File: src/rtl/alu_uart_interface_if.sv
// Bundle of UART byte-stream, ALU and transmitter signals for alu_uart_interface.
// slave modport is the sequencer's view; master is the surrounding system's view.
interface alu_uart_interface_if #(
    parameter int NB_DATA = 8,
    parameter int NB_OP   = 6
);
    logic               i_rx_done;
    logic [NB_DATA-1:0] i_rx_data;
    logic               i_tx_done;
    logic [NB_DATA-1:0] i_alu_result;
    logic [NB_DATA-1:0] o_alu_dato_a;
    logic [NB_DATA-1:0] o_alu_dato_b;
    logic [NB_OP-1:0]   o_alu_operation;
    logic               o_tx_start;
    logic [NB_DATA-1:0] o_tx_data;
    logic               o_busy;

    modport slave (
        input  i_rx_done, i_rx_data, i_tx_done, i_alu_result,
        output o_alu_dato_a, o_alu_dato_b, o_alu_operation,
        output o_tx_start, o_tx_data, o_busy
    );

    modport master (
        output i_rx_done, i_rx_data, i_tx_done, i_alu_result,
        input  o_alu_dato_a, o_alu_dato_b, o_alu_operation,
        input  o_tx_start, o_tx_data, o_busy
    );
endinterface

File: src/rtl/alu_uart_interface.sv
// Frame sequencer: collects A, B, opcode bytes from UART, runs the ALU, sends the result.
// Define ALU_IF_TIMEOUT_EN to abandon partial frames after TIMEOUT_CYCLES idle clocks.
module alu_uart_interface #(
    parameter int NB_DATA        = 8,
    parameter int NB_OP          = 6,
    parameter int TIMEOUT_CYCLES = 100000
) (
    input  logic                 i_clk,
    input  logic                 i_reset,
    alu_uart_interface_if.slave  bus
);

    typedef enum logic [2:0] {
        WAIT_A  = 3'd0,
        WAIT_B  = 3'd1,
        WAIT_OP = 3'd2,
        EXEC    = 3'd3,
        WAIT_TX = 3'd4
    } state_t;

    state_t             state_r,     next_state_s;
    logic [NB_DATA-1:0] dato_a_r,    dato_a_nxt_s;
    logic [NB_DATA-1:0] dato_b_r,    dato_b_nxt_s;
    logic [NB_OP-1:0]   operation_r, operation_nxt_s;
    logic [NB_DATA-1:0] tx_data_r,   tx_data_nxt_s;
    logic               tx_start_r,  tx_start_nxt_s;
    logic               busy_r,      busy_nxt_s;
    logic               timeout_s;

`ifdef ALU_IF_TIMEOUT_EN
    localparam int CNT_W = $clog2(TIMEOUT_CYCLES);

    logic [CNT_W-1:0] cnt_r, cnt_nxt_s;

    assign timeout_s = (state_r == WAIT_B || state_r == WAIT_OP) &&
                       (cnt_r == CNT_W'(TIMEOUT_CYCLES - 1));

    // Idle counter: runs only while a frame is partially received, cleared by any accepted byte
    always_comb begin
        cnt_nxt_s = '0;
        if ((state_r == WAIT_B || state_r == WAIT_OP) && !bus.i_rx_done && !timeout_s) begin
            cnt_nxt_s = cnt_r + CNT_W'(1);
        end else begin
            cnt_nxt_s = '0;
        end
    end

    // Idle counter register
    always_ff @(posedge i_clk) begin
        if (i_reset) begin
            cnt_r <= '0;
        end else begin
            cnt_r <= cnt_nxt_s;
        end
    end
`else
    localparam int unused_timeout_cycles = TIMEOUT_CYCLES;

    assign timeout_s = 1'b0;
`endif

    // Next-state and next-output logic
    always_comb begin
        next_state_s    = state_r;
        dato_a_nxt_s    = dato_a_r;
        dato_b_nxt_s    = dato_b_r;
        operation_nxt_s = operation_r;
        tx_data_nxt_s   = tx_data_r;
        tx_start_nxt_s  = 1'b0;

        case (state_r)
            WAIT_A: begin
                if (bus.i_rx_done) begin
                    dato_a_nxt_s = bus.i_rx_data;
                    next_state_s = WAIT_B;
                end else begin
                    next_state_s = WAIT_A;
                end
            end
            WAIT_B: begin
                if (bus.i_rx_done) begin
                    dato_b_nxt_s = bus.i_rx_data;
                    next_state_s = WAIT_OP;
                end else if (timeout_s) begin
                    next_state_s = WAIT_A;
                end else begin
                    next_state_s = WAIT_B;
                end
            end
            WAIT_OP: begin
                if (bus.i_rx_done) begin
                    operation_nxt_s = bus.i_rx_data[NB_OP-1:0];
                    next_state_s    = EXEC;
                end else if (timeout_s) begin
                    next_state_s = WAIT_A;
                end else begin
                    next_state_s = WAIT_OP;
                end
            end
            EXEC: begin
                tx_data_nxt_s  = bus.i_alu_result;
                tx_start_nxt_s = 1'b1;
                next_state_s   = WAIT_TX;
            end
            WAIT_TX: begin
                // A byte arriving here, even alongside tx_done, is dropped
                if (bus.i_tx_done) begin
                    next_state_s = WAIT_A;
                end else begin
                    next_state_s = WAIT_TX;
                end
            end
            default: begin
                next_state_s = WAIT_A;
            end
        endcase

        busy_nxt_s = (next_state_s == EXEC) || (next_state_s == WAIT_TX);
    end

    // State and output registers
    always_ff @(posedge i_clk) begin
        if (i_reset) begin
            state_r     <= WAIT_A;
            dato_a_r    <= '0;
            dato_b_r    <= '0;
            operation_r <= '0;
            tx_data_r   <= '0;
            tx_start_r  <= 1'b0;
            busy_r      <= 1'b0;
        end else begin
            state_r     <= next_state_s;
            dato_a_r    <= dato_a_nxt_s;
            dato_b_r    <= dato_b_nxt_s;
            operation_r <= operation_nxt_s;
            tx_data_r   <= tx_data_nxt_s;
            tx_start_r  <= tx_start_nxt_s;
            busy_r      <= busy_nxt_s;
        end
    end

    assign bus.o_alu_dato_a    = dato_a_r;
    assign bus.o_alu_dato_b    = dato_b_r;
    assign bus.o_alu_operation = operation_r;
    assign bus.o_tx_data       = tx_data_r;
    assign bus.o_tx_start      = tx_start_r;
    assign bus.o_busy          = busy_r;

endmodule

File: src/flat_wrapper.sv
// flat-port wrapper written by rule: the top's interface ports become plain ports
module alu_uart_interface_flat 
#(
    parameter int NB_DATA        = 8,
    parameter int NB_OP          = 6,
    parameter int TIMEOUT_CYCLES = 100000
)
  (i_clk, i_reset, bus_i_rx_done, bus_i_rx_data, bus_i_tx_done, bus_i_alu_result, bus_o_alu_dato_a, bus_o_alu_dato_b, bus_o_alu_operation, bus_o_tx_start, bus_o_tx_data, bus_o_busy);
  alu_uart_interface_if #(.NB_DATA(NB_DATA), .NB_OP(NB_OP)) bus_i ();
  input  logic i_clk;
  input  logic i_reset;
  input wire logic [$bits(bus_i.i_rx_done)-1:0] bus_i_rx_done;
  input wire logic [$bits(bus_i.i_rx_data)-1:0] bus_i_rx_data;
  input wire logic [$bits(bus_i.i_tx_done)-1:0] bus_i_tx_done;
  input wire logic [$bits(bus_i.i_alu_result)-1:0] bus_i_alu_result;
  output wire logic [$bits(bus_i.o_alu_dato_a)-1:0] bus_o_alu_dato_a;
  output wire logic [$bits(bus_i.o_alu_dato_b)-1:0] bus_o_alu_dato_b;
  output wire logic [$bits(bus_i.o_alu_operation)-1:0] bus_o_alu_operation;
  output wire logic [$bits(bus_i.o_tx_start)-1:0] bus_o_tx_start;
  output wire logic [$bits(bus_i.o_tx_data)-1:0] bus_o_tx_data;
  output wire logic [$bits(bus_i.o_busy)-1:0] bus_o_busy;
  assign bus_i.i_rx_done = bus_i_rx_done;
  assign bus_i.i_rx_data = bus_i_rx_data;
  assign bus_i.i_tx_done = bus_i_tx_done;
  assign bus_i.i_alu_result = bus_i_alu_result;
  assign bus_o_alu_dato_a = bus_i.o_alu_dato_a;
  assign bus_o_alu_dato_b = bus_i.o_alu_dato_b;
  assign bus_o_alu_operation = bus_i.o_alu_operation;
  assign bus_o_tx_start = bus_i.o_tx_start;
  assign bus_o_tx_data = bus_i.o_tx_data;
  assign bus_o_busy = bus_i.o_busy;
  alu_uart_interface #(.NB_DATA(NB_DATA), .NB_OP(NB_OP), .TIMEOUT_CYCLES(TIMEOUT_CYCLES)) u_core (.i_clk(i_clk), .i_reset(i_reset), .bus(bus_i));
endmodule
File: config.mk
export PLATFORM = sky130hd
export DESIGN_NAME = alu_uart_interface_flat
export DESIGN_NICKNAME = d
export VERILOG_FILES = /design/src/rtl/alu_uart_interface_if.sv /design/src/rtl/alu_uart_interface.sv /design/src/flat_wrapper.sv
export SDC_FILE = /design/constraint.sdc
export NUM_CORES = 1
export LEC_CHECK = 0
export BUFFER_PORTS_ARGS = -buffer_cell sky130_fd_sc_hd__buf_2
export CAP_MARGIN = 10
export CORE_ASPECT_RATIO = 1.75
export CORE_UTILIZATION = 47
export CTS_CLUSTER_SIZE = 30
export DETAILED_ROUTE_END_ITERATION = 12
export PLACE_DENSITY = 0.77
export RECOVER_POWER = 25
export SETUP_SLACK_MARGIN = 0.3
export SYNTH_ARGS = -nofsm -noshare
export SYNTH_HDL_FRONTEND = slang
export SYNTH_SLANG_ARGS = --single-unit
File: constraint.sdc
create_clock -name i_clk -period 1.55 [get_ports i_clk]
set_clock_uncertainty 0.05 [all_clocks]
set_input_delay 0.155 -clock i_clk [delete_from_list [all_inputs] [get_ports i_clk]]
set_output_delay 0.155 -clock i_clk [all_outputs]
set_load 0.005 [all_outputs]
Word-level counts from Yosys, hierarchy flattened
Cells that the tools add are included.
{ "word_totals": {"in_bits": 20, "ff_bits": 35, "elab_cells": 24} }
{ "op_classes": {"reduce_logical": 5, "mux": 6, "eq_ne": 6} }
{ "op_table": {"columns": ["cell", "count"], "rows": [
  ["case mux 3 bit (5 select lines)", 1],
  ["equality test 3 x 2 -> 1 bit (second input constant)", 3],
  ["equality test 3 bit (second input constant)", 2],
  ["AND reduction 2 bit", 3],
  ["equality test 3 x 1 -> 1 bit (second input constant)", 1],
  ["logical NOT 3 bit", 1],
  ["2-to-1 mux 1 bit", 3],
  ["2-to-1 mux 3 bit", 1],
  ["2-to-1 mux 2 bit", 1],
  ["logical OR 1 bit", 1]
]} }

Logic depth before layout (Yosys ltp)
Gate-level depths: netlist of run 1.
{ "depth": {"depth_word": 4, "ltp_mapped": 5, "mapped_depth_nobuf": 3} }

Worst setup path after synthesis of run 1
OpenSTA, ideal clock, no wires.
{ "synth_path": {"kind": "register to register", "start": "reg u_core.state_r[2]", "end": "reg u_core.dato_a_r[0], in the netlist u_core.bus.o_alu_dato_a[0]", "path_stages_with_launch": 6, "arrival_ps": 1125, "slack_ps": 241, "required_time_ps": 1366, "synth_period_minus_slack_ps": 1309, "path_cell_list": "dfxtp_1 > buf_6 > or4b_1 > buf_2 > nand2_1 > a21oi_1"} }
{ "synth_via": {"elab_chain_cells": 2} }
{ "synth_rtl": {"columns": ["element", "line_no", "text"], "rows": [
  ["start: declaration", "alu_uart_interface.sv:21", "state_t state_r, next_state_s;"],
  ["start signal: assignment", "alu_uart_interface.sv:132", "state_r <= next_state_s;"],
  ["logical NOT 3 bit", "alu_uart_interface.sv:71", "case (state_r)"],
  ["AND reduction 2 bit (no source line)", null, null],
  ["end signal: assignment", "alu_uart_interface.sv:133", "dato_a_r <= dato_a_nxt_s;"],
  ["end: declaration", "alu_uart_interface.sv:22", "logic [NB_DATA-1:0] dato_a_r, dato_a_nxt_s;"]
]} }
Every way passes these cells.
A chain may end at the register's enable or synchronous reset.

Final worst setup path of run 1
{ "layout_path": {"start": "reg u_core.state_r[1]", "end": "reg u_core.dato_a_r[1], in the netlist u_core.bus.o_alu_dato_a[1]"} }
The elaborated chain is that of the path after synthesis.

==> results of run 1 <==
==> cell type report <==
cell class,instances,share of cell area
Tap cell,27,0.01962
Inverter,1,0.002180
Timing Repair Buffer,58,0.1802
Sequential cell,35,0.4121
Clock buffer,8,0.05814
Multi-Input combinational cell,94,0.3278
==> flip-flops by register name, summed over array words and instances, names as in the netlist <==
signal,count
u_core.bus.o_alu_dato_a,8
u_core.bus.o_alu_dato_b,8
u_core.bus.o_alu_operation,6
u_core.bus.o_busy,1
u_core.bus.o_tx_data,8
u_core.bus.o_tx_start,1
u_core.state_r,3
==> power by group <==
| part | leakage [nW] | internal [W] | switching, W | total [W] |
|---|---|---|---|---|
| registers | 0.286 | 0.000931 | 0.0000215 | 0.000952 |
| logic | 0.422 | 0.0000934 | 0.0000910 | 0.000184 |
| clock network | 0.0515 | 0.000405 | 0.000310 | 0.000715 |
==> critical path: stages, from the launching register on <==
cell and delay, ns:
dfxtp_4 0.36, or4b_4 0.59, nand2_1 0.11, a21oi_1 0.07
==> timing repair <==
action,CTS,global route
setup buffers,2,3
hold buffers,0,0
endpoints found under the setup margin,33,32
gates resized for setup,9,1
pin swaps,6,1
==> cell usage in the layout, fill, tap and decap left out, types with 2 or more instances in the layout <==
cell,synthesis,final
buf_6,2,2
dfxtp_1,35,32
a21oi_1,17,17
clkbuf_8,0,7
dfxtp_4,0,2
a21oi_2,2,2
nand2_1,33,33
nor2_1,15,15
buf_4,2,5
buf_2,3,47
or4b_4,1,2
nand3b_1,2,2
clkbuf_1,2,5
and4bb_4,0,2
mux2i_1,14,14
==> stage by stage <==
stage | worst slack (ns) | instances | area, µm² | util | hold WS (ns)
2_1_floorplan | 0.2413 | 141 | 1333 | - | 0.2410
3_3_place_gp | 0.1477 | 210 | 1562 | 0.5805 | 0.3483
3_5_place_dp | 0.1070 | 210 | 1562 | 0.5805 | 0.3562
4_1_cts | 0.2343 | 220 | 1700 | 0.6321 | 0.04957
5_1_grt | 0.1620 | 223 | 1722 | 0.6400 | 0.05537
6_report | 0.2267 | 223 | 1722 | 0.6400 | 0.05415
==> cell families after synthesis <==
logic type	after synthesis
simple gates	59
mux	14
flops	35
compound gates	21
buf+inv	12
==> routing by layer <==
| metal | global-route usage | vias up | wire [µm] |
|---|---|---|---|
| met5 | 0 | - | 0 |
| met1 | 0.2025 | 531 | 1124 |
| met2 | 0.3750 | 44 | 1507 |
| li1 | - | 574 | - |
| met3 | 0.07711 | 5 | 176 |
| met4 | 0.09375 | 0 | 51 |
==> worst paths after layout <==
path,end,startpoint
max reg2reg,u_core.bus.o_alu_dato_a[1],u_core.state_r[1]
min,u_core.bus.o_tx_data[1],bus_i_alu_result[1]
max,u_core.bus.o_alu_dato_a[1],u_core.state_r[1]
min reg2reg,u_core.bus.o_alu_dato_a[2],u_core.bus.o_alu_dato_a[2]
==> results.json, run 1 <==
{
  "power.density_nw_per_um2": 1075,
  "coreArea_um2": 2690,
  "wl_per_cell_um": 12.83,
  "synth_commonest_cells": "dfxtp_1 (35), nand2_1 (33), a21oi_1 (17), nor2_1 (15), mux2i_1 (14)",
  "hold_path_class": "in2reg",
  "clockBufferDepth": 2,
  "cp.required_ns": 1.64,
  "vias": 1154,
  "yosysUniqueCellTypes": 23,
  "synth-seq-area-share": 0.5288,
  "ys_dominant_reg_cell": "dfxtp_1",
  "tightest_slew_ns": 0.6198,
  "max_cap_viol_count": 0,
  "drt_iter0_drc": 13,
  "wirelength_mm": 2.860,
  "fmax_ghz": 0.7557,
  "syn_inst": 141,
  "start_kind": "flop",
  "final_nets": 215,
  "synth_nets": 161,
  "status": "complete, no violations",
  "path_class": "reg2reg",
  "fp-row-count": 25,
  "drc": 0,
  "crit_arrival_ns": 1.42,
  "ff2ff_setup_slack_ns": 0.23,
  "grt_pass1_vias": 1112,
  "min_period_over_period": 0.8538,
  "ant_nets": 0,
  "synth_area_leaders": "dfxtp_1 (53%), mux2i_1 (11%), nand2_1 (9.3%), a21oi_1 (6.4%), nor2_1 (4.2%)",
  "crit_fanout": 8,
  "regArea_um2": 709.4,
  "cts_tree": "yes",
  "slew_viol_final": 0,
  "portBuffers": 51,
  "first_pass_iters": 4,
  "area_growth_pct": 29.93,
  "clkSinkCount": 35,
  "yosysTopAreaCell": "dfxtp_1",
  "ys_seq_elements": 35,
  "initial_core_util": 0.4926,
  "yosysTopAreaCellShare": 0.5288,
  "async_flop_share": 0,
  "synth_most_common_cell": "dfxtp_1",
  "via_per_inst": 5.175,
  "reg2regPathDepth": 3,
  "multi_input_area_um2": 564.3,
  "synthMuxAreaShare": 0.1058,
  "synth_compound_area_frac": 0.08687,
  "cts_root_buf": "clkbuf_8",
  "relSlewSlack": 0.5868,
  "synth_top_family_by_area": "simple AND/OR/NAND/NOR gates",
  "critPathCaptureType": "flop",
  "grt_max_degree": 36,
  "antenna_found_initial": 0,
  "finalSetupViolCount": 0,
  "rsz0062_at_grt": "yes",
  "hpwl_mm": 2.019,
  "min_delay_path_depth": 3,
  "power_w": 0.001851,
  "synth.yosys.warnings": 0,
  "synth-simple-area-share": 0.2247,
  "die_h_um": 72.24,
  "fp.dieW_um": 42.14,
  "cts_max_level": 2,
  "n_antenna_cell": 0,
  "yosys.area_share.adder": 0,
  "fill_cells": 229,
  "syn-cell-area_um2": 1325,
  "clock_latency_ns": 0.29,
  "ir_drop_mv": 0.7681,
  "finalSetupTns_ns": 0,
  "cts_made_buffers": 5,
  "grt_pass1_wl_mm": 4.671,
  "gr-total-overflow": 0,
  "gr-usage-all-layers": 0.2058,
  "timing.final.crit_period_ns": 1.323,
  "finalHoldViolCount": 0,
  "die_area_um2": 3044,
  "synth_edf_count": 0,
  "clk_pin_slew_worst_paths_ns": 0.06,
  "synth-xor-area-share": 0,
  "drive_above_1_share": 0.3673,
  "leakage_nw": 0.7593,
  "pin_count": 52,
  "place.gp.congestion": 0.6789,
  "avgSynthCellArea_um2": 9.397
}
(Power assumes the default switching activity.)
==> run 2, diff against run 1 <==
--- a/config.mk
+++ b/config.mk
@@ -5,13 +5,13 @@
 export SDC_FILE = /design/constraint.sdc
 export NUM_CORES = 1
 export LEC_CHECK = 0
-export BUFFER_PORTS_ARGS = -buffer_cell sky130_fd_sc_hd__buf_2
 export CAP_MARGIN = 10
 export CORE_ASPECT_RATIO = 1.75
-export CORE_UTILIZATION = 47
+export CORE_UTILIZATION = 50
 export CTS_CLUSTER_SIZE = 30
 export DETAILED_ROUTE_END_ITERATION = 12
-export PLACE_DENSITY = 0.77
+export DONT_BUFFER_PORTS = 1
+export PLACE_DENSITY = 0.64
 export RECOVER_POWER = 25
 export SETUP_SLACK_MARGIN = 0.3
 export SYNTH_ARGS = -nofsm -noshare
==> results.json, run 2 (synthesis gave the netlist of run 1 again) <==
{
  "grt_pass1_vias": 942,
  "initial_core_util": 0.5316,
  "vias": 942,
  "setup.worst_path.end": "u_core.state_r[2]",
  "clockBufferDepth": 2,
  "pwr-share-comb": 0.062,
  "leakage_nw": 0.5179,
  "rsz0062_at_grt": "yes",
  "final_common_cell": "dfxtp_1",
  "drt_iter0_drc": 20,
  "status": "finished, violations left",
  "cpMaxStageDelayCell": "or4b_4",
  "coreArea_um2": 2492,
  "slew_viol_final": 0,
  "crit_arrival_ns": 1.43,
  "crit_family": "simple AND/OR/NAND/NOR gates",
  "drive_above_1_share": 0.2028,
  "power.density_nw_per_um2": 1206,
  "clock_power_share": 0.401,
  "power.share.switching": 0.2203,
  "die_area_um2": 2868,
  "gr-usage-all-layers": 0.2045,
  "ant_nets": 0,
  "cts_max_level": 2,
  "grt_max_degree": 36,
  "p_int_w": 0.001393,
  "cts_made_buffers": 5,
  "gr-total-overflow": 0,
  "finalSetupViolCount": 0,
  "timing.final.crit_period_ns": 1.274,
  "regArea_um2": 711.9,
  "placed_cell_area_um2": 1305,
  "crit_fanout": 6,
  "post-route-util": 0.5944,
  "seqPwrFrac": 0.536,
  "fp-row-count": 24,
  "pin_count": 52,
  "area_growth_pct": 11.80,
  "min_period_over_period": 0.8218,
  "hpwl_mm": 1.723,
  "wirelength_mm": 2.500,
  "cpPeakStageDelay_ns": 0.50,
  "multi_input_area_um2": 580.6,
  "fmax_ghz": 0.7850,
  "place.gp.congestion": 0.6994,
  "fill_cells": 230,
  "n_antenna_cell": 0,
  "die_h_um": 70.10,
  "fp.dieW_um": 40.92,
  "path_class": "reg2reg",
  "first_pass_iters": 4,
  "path_buf_inv": 1,
  "startpoint": "u_core.state_r[1]",
  "finalHoldViolCount": 35,
  "finalSetupTns_ns": 0,
  "clk_pin_slew_worst_paths_ns": 0.06,
  "clock_latency_ns": 0.29,
  "critPathCaptureType": "flop",
  "via_per_inst": 5.574,
  "reg2regPathDepth": 3,
  "antenna_found_initial": 0,
  "ir_drop_mv": 0.8275,
  "clkSinkCount": 35,
  "cts_root_buf": "clkbuf_8",
  "switchingPower_w": 0.0003934,
  "relSlewSlack": 0.8630,
  "final_cell_mix": "dfxtp_1 (32), nand2_1 (31), nor2_1 (15), mux2i_1 (14), a21oi_1 (14)",
  "tightest_slew_ns": 0.2033,
  "violations": "negative hold slack",
  "worstReg2RegStart": "u_core.state_r[1]",
  "setup_ws_ns": 0.2762,
  "final_nets": 162,
  "ff2ff_setup_slack_ns": 0.28,
  "wl_per_cell_um": 14.79,
  "portBuffers": 0,
  "post-place-ws_ns": 0.1561,
  "drc": 0,
  "cp.required_ns": 1.71,
  "hold_path_class": "in2reg",
  "timing.rr.end": "u_core.state_r[2]",
  "start_kind": "flop",
  "critical_path_depth": 3,
  "cts_tree": "yes",
  "holdWs_ns": -0.1252,
  "grt_pass1_wl_mm": 4.015,
  "postLayoutCellArea_um2": 1481,
  "max_cap_viol_count": 0,
  "crit_chain": "buf_4, or4b_4, a21oi_2"
}
run 2: changes by cell type in the layout (fill, tap and decap cells not counted), sizes merged:
| cell | delta |
|---|---|
| buf | -49 |
| clkbuf | -5 |
| clkinvlp | +1 |
run 2: stage by stage:
stage               cells  total power (W)
finish                169         0.001786
global route          169         0.001854
CTS                   168         0.001801
detailed placement    158         0.001072
global placement      158         0.001068
floorplan             141         0.001070
run 2: final cells by class:
class | instances | area share
clock buffer | 7 | 0.06503
clock inverter | 1 | 0.005068
inverter | 1 | 0.002534
multi-input combinational | 94 | 0.3919
sequential | 35 | 0.4806
tap | 26 | 0.02196
timing repair buffer | 5 | 0.03294
run 2: layer usage:
| layer | GRT usage | up-vias | share of wire |
|---|---|---|---|
| li1 | - | 466 | - |
| met1 | 0.2079 | 429 | 0.35 |
| met2 | 0.3177 | 39 | 0.52 |
| met3 | 0.1079 | 8 | 0.10 |
| met4 | 0.1000 | 0 | 0.024 |
| met5 | 0 | - | 0 |
run 2: worst min-delay path by stage:
| stage | slack [ns] | cells past startpoint | to | from |
|---|---|---|---|---|
| final | -0.13 | 1 | u_core.state_r[2] | i_reset |
| after global routing | -0.14 | 1 | u_core.state_r[2] | i_reset |
| after CTS | -0.14 | 1 | u_core.state_r[2] | i_reset |
| after detailed placement | 0.17 | 1 | u_core.state_r[2] | i_reset |
| after global placement | 0.17 | 1 | u_core.bus.o_busy | i_reset |
| after floorplan | 0.24 | 2 | u_core.bus.o_alu_dato_a[0] | bus_i_rx_data[0] |
run 2: what timing repair did:
action                                 CTS  global route
gates resized for setup                  8             9
setup buffers                            2             1
endpoints found under the hold margin   35            35
setup endpoints to repair               32            31
pin swaps                                8             6
run 2: power by group through the flow:
stage	clock, W	combinational (W)	sequential, W
finish	0.000717	0.000111	0.000958
detailed placement	0	0.0000914	0.000980
global placement	0	0.0000887	0.000979
global route	0.000764	0.000126	0.000964
floorplan	0	0.000102	0.000968
CTS	0.000739	0.000103	0.000960
==> run 3, diff against run 2 <==
--- a/config.mk
+++ b/config.mk
@@ -5,6 +5,7 @@
 export SDC_FILE = /design/constraint.sdc
 export NUM_CORES = 1
 export LEC_CHECK = 0
+export ABC_AREA = 1
 export CAP_MARGIN = 10
 export CORE_ASPECT_RATIO = 1.75
 export CORE_UTILIZATION = 50
==> constraint.sdc (replaced) <==
create_clock -name i_clk -period 1.2 [get_ports i_clk]
set_clock_uncertainty 0.05 [all_clocks]
set_input_delay 0.12 -clock i_clk [delete_from_list [all_inputs] [get_ports i_clk]]
set_output_delay 0.12 -clock i_clk [all_outputs]
set_load 0.005 [all_outputs]
==> results.json, run 3 <==
{
  "clkSinkCount": 35,
  "area_growth_pct": 39.93,
  "timing.final.crit_period_ns": 1.128,
  "async_flop_share": 0,
  "cp.required_ns": 1.34,
  "cts_max_level": 2,
  "crit_fanout": 6,
  "hold_buffers": 18,
  "wirelength_mm": 3.561,
  "via_per_inst": 5.233,
  "avgSynthCellArea_um2": 7.480,
  "drt_iter0_drc": 17,
  "ys_dominant_reg_cell": "dfxtp_1",
  "fp.dieW_um": 41.88,
  "violations": "negative hold slack",
  "cpPeakStageDelay_ns": 0.38,
  "clockBufferDepth": 2,
  "max_cap_viol_count": 0,
  "hold_path_class": "in2reg",
  "vias": 1282,
  "holdWs_ns": -0.01836,
  "synth_area_leaders": "dfxtp_1 (50%), nor2_1 (14%), nand2_1 (8.9%), nand3_1 (4.0%), nand4_1 (3.6%)",
  "cts_root_buf": "clkbuf_8",
  "fp-row-count": 25,
  "grt_pass1_vias": 1319,
  "wl_per_cell_um": 14.53,
  "final_cell_mix": "nor2_1 (48), dfxtp_1 (32), nand2_1 (27), dlygate4sd3_1 (17), inv_1 (12)",
  "p_int_w": 0.001921,
  "die_h_um": 71.79,
  "ys_seq_elements": 35,
  "path_class": "reg2reg",
  "coreArea_um2": 2659,
  "post-route-util": 0.7322,
  "cpMaxStageDelayCell": "dfxtp_4",
  "fmax_ghz": 0.8863,
  "finalSetupViolCount": 0,
  "pwr-share-comb": 0.148,
  "clock_latency_ns": 0.28,
  "synth_edf_count": 0,
  "grt_pass1_wl_mm": 5.437,
  "relSlewSlack": 0.6384,
  "finalHoldViolCount": 1,
  "first_pass_iters": 4,
  "synth.yosys.warnings": 0,
  "yosysTopAreaCell": "dfxtp_1",
  "synth-seq-area-share": 0.5036,
  "crit_path_frequent_cell": "nand2_1",
  "yosysTopAreaCellShare": 0.5036,
  "synth_nets": 206,
  "portBuffers": 0,
  "die_area_um2": 3006,
  "gr-usage-all-layers": 0.2417,
  "drc": 0,
  "ir_drop_mv": 1.163,
  "seqPwrFrac": 0.497,
  "slew_viol_final": 0,
  "critPathCaptureType": "flop",
  "tightest_slew_ns": 0.5424,
  "drive_above_1_share": 0.2615,
  "clk_pin_slew_worst_paths_ns": 0.06,
  "switchingPower_w": 0.0006467,
  "n_antenna_cell": 0,
  "final_nets": 237,
  "hpwl_mm": 2.242,
  "ant_nets": 0,
  "min_period_over_period": 0.9402,
  "status": "finished, violations left",
  "initial_core_util": 0.5233,
  "place.gp.congestion": 0.7259,
  "synth_most_common_cell": "nor2_1",
  "power.density_nw_per_um2": 1319,
  "final_common_cell": "nor2_1",
  "cts_tree": "yes",
  "power.share.switching": 0.2518,
  "synth_commonest_cells": "nor2_1 (53), dfxtp_1 (35), nand2_1 (33), inv_1 (13), nand3_1 (11)",
  "crit_chain": "inv_4, nand2_4, nor2_4, buf_6, buf_12, nand2_1, nand2_1, nor2_1",
  "leakage_nw": 0.8389,
  "cts_made_buffers": 5,
  "rsz0062_at_grt": "yes",
  "finalSetupTns_ns": 0,
  "pin_count": 52,
  "crit_arrival_ns": 1.26,
  "syn-cell-area_um2": 1391,
  "clock_power_share": 0.355,
  "grt_max_degree": 15,
  "start_kind": "flop",
  "yosysUniqueCellTypes": 18,
  "gr-total-overflow": 0,
  "syn_inst": 186,
  "antenna_found_initial": 0
}
[run 3: cell count changes after synthesis, moves of 2 or more]
cell / previous run / this run
a21oi_1: 17 / 8
buf_1: 2 / 0
nand3_1: 0 / 11
nand4_1: 0 / 8
buf_2: 3 / 1
and4bb_2: 2 / 0
inv_1: 1 / 13
inv_2: 0 / 3
o21ai_0: 1 / 8
nor2_1: 15 / 53
nand3b_1: 2 / 0
nor2_2: 0 / 2
mux2i_1: 14 / 0
nor2_4: 0 / 3
[run 3: kinds of logic after synthesis]
family	after synthesis	synth area share
AND/OR/NAND/NOR	112	0.3534
flip-flops	35	0.5036
buffers and inverters	22	0.07913
AO/OA/AOI/OAI	17	0.06385
[run 3: worst paths after layout]
kind / startpoint / end / slack (ns) / cells after the start
worst min register to register: u_core.bus.o_alu_dato_a[2] / u_core.bus.o_alu_dato_a[2] / 0.44 / 2
worst max-delay path: u_core.state_r[0] / u_core.bus.o_alu_operation[1] / 0.07 / 8
worst min-delay path: bus_i_tx_done / u_core.state_r[2] / -0.02 / 3
worst max register to register: u_core.state_r[0] / u_core.bus.o_alu_operation[1] / 0.07 / 8
[run 3: worst max-delay path, delay by kind of cell, from the launching register on]
| family | cells | cell delay (ns) |
|---|---|---|
| buf+inv | 3 | 0.29 |
| simple gates | 5 | 0.32 |
| flops | 1 | 0.38 |
[run 3: power by group through the flow]
stage | clock network [W] | logic (W) | registers [W]
floorplan | 0 | 0.000190 | 0.00129
global placement | 0 | 0.000215 | 0.00130
detailed placement | 0 | 0.000220 | 0.00130
CTS | 0.000930 | 0.000296 | 0.00127
global route | 0.000976 | 0.000419 | 0.00128
finish | 0.000911 | 0.000380 | 0.00128
[run 3: layout make-up]
type                    count  area (µm²)
multi-input cells         130       701.9
well taps                  27       33.78
repair buffers             29       334.1
clock buffers               8       100.1
fillers                   207       711.9
flip-flops and latches     35       711.9
inverters                  16       65.06
[run 3: metrics by stage]
step / hold WS [ns] / area, µm² / worst slack, ns / power [W] / cells
floorplan: 0.1233 / 1413 / 0.1602 / 0.001477 / 186
global placement: 0.1260 / 1439 / 0.1162 / 0.001511 / 211
detailed placement: 0.1286 / 1439 / 0.09762 / 0.001519 / 211
CTS: 0.004892 / 1797 / 0.09805 / 0.002499 / 242
global route: -0.009483 / 1947 / 0.02354 / 0.002679 / 245
finish: -0.01836 / 1947 / 0.07177 / 0.002568 / 245
[run 3: per-layer routing]
metal | vias up | global-route usage | part of all wire
li1 | 644 | - | -
met1 | 584 | 0.1888 | 0.31
met2 | 44 | 0.4653 | 0.59
met3 | 10 | 0.08312 | 0.058
met4 | 0 | 0.1720 | 0.042
met5 | - | 0 | 0
[run 3: timing repair]
action,4_1_cts,5_1_grt
endpoints found under the setup margin,34,35
setup buffers,4,2
gates cloned,1,1
gates resized for setup,15,26
endpoints found under the hold margin,21,1
pin swaps,1,17
